==> src/rtl/sticky_event_latch.sv <==
// sticky_event_latch
//
// Captures rising edges on a bank of level event inputs into sticky status
// bits, counts occurrences per source with saturating counters (flagging a
// sticky overflow when a count would pass its maximum), and raises a
// registered, maskable interrupt. Software clears selected sources through a
// four-phase req/ack handshake.
//
// Ports
//   clk       : clock, all state changes on the rising edge
//   rst_n     : asynchronous active-low reset
//   evt_in    : [WIDTH] level event inputs; a 0->1 transition is one event
//   irq_mask  : [WIDTH] 1 = source contributes to irq (capture is never gated)
//   clr_req   : clear request, held high until clr_ack is seen
//   clr_sel   : [WIDTH] sources to clear, captured when the request is accepted
//   clr_ack   : clear acknowledge, high while the handshake is in HOLD
//   status    : [WIDTH] sticky captured-event bits
//   ovf       : [WIDTH] sticky counter-overflow bits
//   count     : [WIDTH*CNT_W] occurrence counts, source i at [i*CNT_W +: CNT_W]
//   irq       : registered OR of (status & irq_mask)

module sticky_event_latch #(
    parameter int WIDTH = 8,
    parameter int CNT_W = 4
) (
    input  logic                   clk,
    input  logic                   rst_n,
    input  logic [WIDTH-1:0]       evt_in,
    input  logic [WIDTH-1:0]       irq_mask,
    input  logic                   clr_req,
    input  logic [WIDTH-1:0]       clr_sel,
    output logic                   clr_ack,
    output logic [WIDTH-1:0]       status,
    output logic [WIDTH-1:0]       ovf,
    output logic [WIDTH*CNT_W-1:0] count,
    output logic                   irq
);

    localparam logic [CNT_W-1:0] CNT_MAX = '1;

    typedef enum logic [1:0] {
        IDLE  = 2'd0,
        CLEAR = 2'd1,
        HOLD  = 2'd2
    } clr_state_t;

    clr_state_t       state_reg;
    clr_state_t       state_next;

    logic [WIDTH-1:0] evt_q_reg;
    logic [WIDTH-1:0] sel_reg;
    logic [WIDTH-1:0] status_reg;
    logic [WIDTH-1:0] status_next;
    logic [WIDTH-1:0] ovf_reg;
    logic [WIDTH-1:0] ovf_next;
    logic [CNT_W-1:0] cnt_reg  [WIDTH];
    logic [CNT_W-1:0] cnt_next [WIDTH];
    logic             clr_ack_reg;
    logic             irq_reg;

    logic [WIDTH-1:0] rise;
    logic [WIDTH-1:0] clr_bit;
    logic             clear_now;

    // The clear is applied on the edge that leaves CLEAR, using the selection
    // captured when the request was accepted.
    assign clear_now = (state_reg == CLEAR);

    // ------------------------------------------------------------------
    // Clear handshake FSM
    // ------------------------------------------------------------------
    always_comb begin
        state_next = state_reg;
        case (state_reg)
            IDLE:    if (clr_req) state_next = CLEAR;
            // CLEAR always advances so a request dropped early still sees
            // exactly one clear and a (short) acknowledge.
            CLEAR:   state_next = HOLD;
            HOLD:    if (!clr_req) state_next = IDLE;
            default: state_next = IDLE;
        endcase
    end

    // ------------------------------------------------------------------
    // Per-source next-state logic
    // ------------------------------------------------------------------
    generate
        for (genvar gi = 0; gi < WIDTH; gi++) begin : g_src
            assign rise[gi]    = evt_in[gi] & ~evt_q_reg[gi];
            assign clr_bit[gi] = clear_now & sel_reg[gi];

            // A rise in the clear cycle wins: status stays set and the count
            // restarts at one rather than zero.
            assign status_next[gi] = rise[gi] | (status_reg[gi] & ~clr_bit[gi]);

            // Overflow marks a rise that arrived while already saturated. A
            // cleared counter is zero, so a simultaneous rise cannot overflow.
            assign ovf_next[gi] = clr_bit[gi] ? 1'b0
                                : (ovf_reg[gi] | (rise[gi] & (cnt_reg[gi] == CNT_MAX)));

            assign cnt_next[gi] = clr_bit[gi] ? CNT_W'(rise[gi])
                                : ((rise[gi] && (cnt_reg[gi] != CNT_MAX)) ? cnt_reg[gi] + 1'b1
                                                                          : cnt_reg[gi]);

            assign count[gi*CNT_W +: CNT_W] = cnt_reg[gi];
        end
    endgenerate

    // ------------------------------------------------------------------
    // State registers
    // ------------------------------------------------------------------
    always_ff @(posedge clk or negedge rst_n) begin
        if (!rst_n) begin
            state_reg   <= IDLE;
            evt_q_reg   <= '0;
            sel_reg     <= '0;
            status_reg  <= '0;
            ovf_reg     <= '0;
            clr_ack_reg <= 1'b0;
            irq_reg     <= 1'b0;
        end else begin
            state_reg   <= state_next;
            evt_q_reg   <= evt_in;
            status_reg  <= status_next;
            ovf_reg     <= ovf_next;
            clr_ack_reg <= (state_next == HOLD);
            // irq follows status/mask with one cycle of latency.
            irq_reg     <= |(status_reg & irq_mask);
            if (state_reg == IDLE && clr_req) begin
                sel_reg <= clr_sel;
            end
        end
    end

    generate
        for (genvar gi = 0; gi < WIDTH; gi++) begin : g_cnt
            always_ff @(posedge clk or negedge rst_n) begin
                if (!rst_n) begin
                    cnt_reg[gi] <= '0;
                end else begin
                    cnt_reg[gi] <= cnt_next[gi];
                end
            end
        end
    endgenerate

    assign status  = status_reg;
    assign ovf     = ovf_reg;
    assign clr_ack = clr_ack_reg;
    assign irq     = irq_reg;

endmodule

==> config.mk <==
export PLATFORM = sky130hd
export DESIGN_NAME = sticky_event_latch
export DESIGN_NICKNAME = d
export VERILOG_FILES = /design/src/rtl/sticky_event_latch.sv
export SDC_FILE = /design/constraint.sdc
export NUM_CORES = 1
export LEC_CHECK = 0
export ABC_AREA = 1
export CAP_MARGIN = 10
export CELL_PAD_IN_SITES_DETAIL_PLACEMENT = 0
export CELL_PAD_IN_SITES_GLOBAL_PLACEMENT = 2
export CORE_MARGIN = 1.5
export CORE_UTILIZATION = 28
export CTS_CLUSTER_DIAMETER = 60
export DETAILED_ROUTE_END_ITERATION = 10
export PLACE_DENSITY = 0.76
export SLEW_MARGIN = 20
export SYNTH_ARGS = -nofsm -noshare
export SYNTH_HDL_FRONTEND = slang
export SYNTH_SLANG_ARGS = --single-unit
==> constraint.sdc <==
create_clock -name clk -period 1.9 [get_ports clk]
set_clock_uncertainty 0.15 [all_clocks]
set_input_delay 0.19 -clock clk [delete_from_list [all_inputs] [get_ports clk]]
set_output_delay 0.19 -clock clk [all_outputs]
set_load 0.05 [all_outputs]
==> flow_summary.yaml <==
status:
  status: "complete, no violations"
final_layout:
  multi_input_area_um2: 1310
  final_nets: 531
  layout-drive-gt1-share: 0.128
  final_common_cell: "nand2_1"
  fillerInstances: 1159
  regArea_um2: 1700
  area_growth_syn_to_layout_pct: 36.3
  fin_cells: 640
  final_cell_mix: "nand2_1, dfrtp_1, inv_1"
  fin_util: 0.398
  largest_reg_flops: 32
  n_antenna_cell: 0
  fin_area_um2: 4390
pwr:
  ir_worst_vdd_uv: 704
  p_leak_nw: 2.37
  powerDensity_nw_per_um2: 1690
setup_path:
  crit_arrival_ns: 1.50
  r2r_slack_ns: 0.38
  crit_path_end_kind: "output pin"
  crit_type: "reg -> out"
  worst_path_max_delay_cell: "clkdlybuf4s50_1"
  path_depth: 1
  crit_buf_inv: 1
  cp_cell_sequence: "clkdlybuf4s50_1"
  required_ns: 1.56
  crit_family: "buffers and inverters"
  crit-reg2reg-capture: "count[17]$_DFFE_PN0P_"
  r2r_cells: 7
  max_stage_delay_ns: 0.81
  cp-endpoint: "status[6]"
  crit_start: "status[6]$_DFF_PN0_"
  r2r-start: "state_reg[1]$_DFF_PN0_"
  critical_path.startpoint_type: "flop"
  cp_max_fo: 3
detailed_routing:
  via_per_inst: 4.41
  drc_errors: 0
  post_drt_wl_per_cell_um: 12.3
  wirelength_um: 7880
  antenna_left: 0
  vias: 2825
  drt_iter0_drc: 177
  drt-pass1-iter-count: 4
timing:
  clock.fmax_ghz: 0.542
  tightest_slew_ns: 0.506
  final_hold_viol_count: 0
  fin_crit_ns: 1.84
  setup_viol_count_final: 0
  timing.slew.headroom: 0.661
  timing.setup.tns_ns: 0
  report.final.slew_viol_count: 0
  layout_worst_path_cycle_share: 0.971
  rsz0062_at_grt: "false"
logic_synthesis:
  seq_area_frac_synth: 0.528
  ys_top_cells_by_area: "dfrtp_1, nand2_1, nand3_1, inv_1, nor2_1"
  syn_area_um2: 3220
  synth-seq-cells: 68
  synth_fp_nets: 440
  synth_cells: 405
  synth_top_cell_area_share: 0.528
  synth_cell_types: 18
  ys_warn_count: 0
  syn_area_per_cell_um2: 7.96
  yosysTopAreaCell: "dfrtp_1"
global_routing:
  grtUsageTotal: 0.140
  grt_max_degree: 32
  antenna_found_initial: 0
  grt_pass1_vias: 2670
  grt_pass1_wl_um: 13000
  grt.overflow.total: 0
flow_run:
  maxCapViolations: 0
worst_hold_path:
  hold_path.class: "in -> reg"
floorplan:
  fp.dieH_um: 110
  core_area_um2: 11000
  rows: 38
  start_util: 0.292
  die_w_um: 110
  pin_count: 77
  dieArea_um2: 12200
placement:
  routabilityCongestion: 0.794
  dp_cells: 624
  portBuffers: 76
  post_dp_cell_area_um2: 4110
  dp_hpwl_um: 5780
cts:
  cts.path.max_buffers: 2
  clock-sinks: 68
  cts_tree: "yes"
  clk_latency_ns: 0.33
  clkSlewWorstSetupHoldPaths_ns: 0.06
  cts_made_buffers: 9
  htreeDepth: 3
  post_cts_buffers: 0
  clockRootBuffer: "clkbuf_16"
==> timing repair <==
| item | in CTS | in global routing |
|---|---|---|
| setup endpoints to repair | 5 | 4 |
| gates resized for setup | 5 | 4 |
| endpoints found under the hold margin | 29 | 0 |
| hold buffers | 1 | 0 |
==> where the power goes <==
group	switching, W	internal (W)
clock network	0.000591	0.000943
logic	0.00231	0.00102
registers	0.000605	0.00195
==> per-layer routing <==
metal,share of wire,global-route usage,wire (um)
met5,0,0,0
met1,0.50,0.190,3920
met2,0.44,0.210,3440
met3,0.055,0.0470,431
met4,0.012,0.0467,91
==> synthesized netlist by cell type <==
library cell	number
nand2_2	4
nand3_1	37
xor2_1	2
nand2_4	3
or2_2	1
o21ai_0	6
nand3_2	1
o21a_1	1
buf_8	1
nand4_1	17
inv_1	46
nor2_1	37
dfrtp_1	68
a21oi_1	12
nand2_1	154
ha_1	8
nor2_4	1
inv_2	6
==> how the worst min path moves through the flow <==
stage	to	slack (ns)	start	depth (start not counted)
after floorplan	clr_ack$_DFF_PN0_	-0.26	rst_n	0
after global placement	count[9]$_DFFE_PN0P_	0.02	rst_n	1
after detailed placement	count[9]$_DFFE_PN0P_	0.02	rst_n	1
after CTS	evt_q_reg[6]$_DFF_PN0_	0.18	evt_in[6]	1
after global routing	evt_q_reg[6]$_DFF_PN0_	0.18	evt_in[6]	1
final	evt_q_reg[6]$_DFF_PN0_	0.18	evt_in[6]	1
==> kinds of logic (layout without fill, tap and decap cells) <==
logic type | count (synthesis) | in the layout | synth area share
buf+inv | 53 | 148 | 0.0652
fa+ha+maj | 8 | 8 | 0.0311
compound gates | 19 | 19 | 0.0303
xor+xnor | 2 | 2 | 0.00544
flops | 68 | 68 | 0.528
simple gates | 255 | 255 | 0.340
==> stage by stage <==
| stage | hold WS (ns) | setup WS [ns] | total power [W] |
|---|---|---|---|
| 2_1_floorplan | -0.256 | 0.268 | 0.00482 |
| 3_3_place_gp | 0.0225 | 0.319 | 0.00597 |
| 3_5_place_dp | 0.0196 | 0.330 | 0.00599 |
| 4_1_cts | 0.179 | 0.0210 | 0.00753 |
| 5_1_grt | 0.185 | 0.00195 | 0.00793 |
| 6_report | 0.183 | 0.0551 | 0.00742 |
==> final cells by class <==
class / count / share of cell area
Inverter: 52 / 0.0444
Multi-Input combinational cell: 284 / 0.298
Clock inverter: 2 / 0.00228
Tap cell: 140 / 0.0399
Sequential cell: 68 / 0.387
Timing Repair Buffer: 81 / 0.168
Clock buffer: 13 / 0.0593
Power figures use the tool's default switching activity.
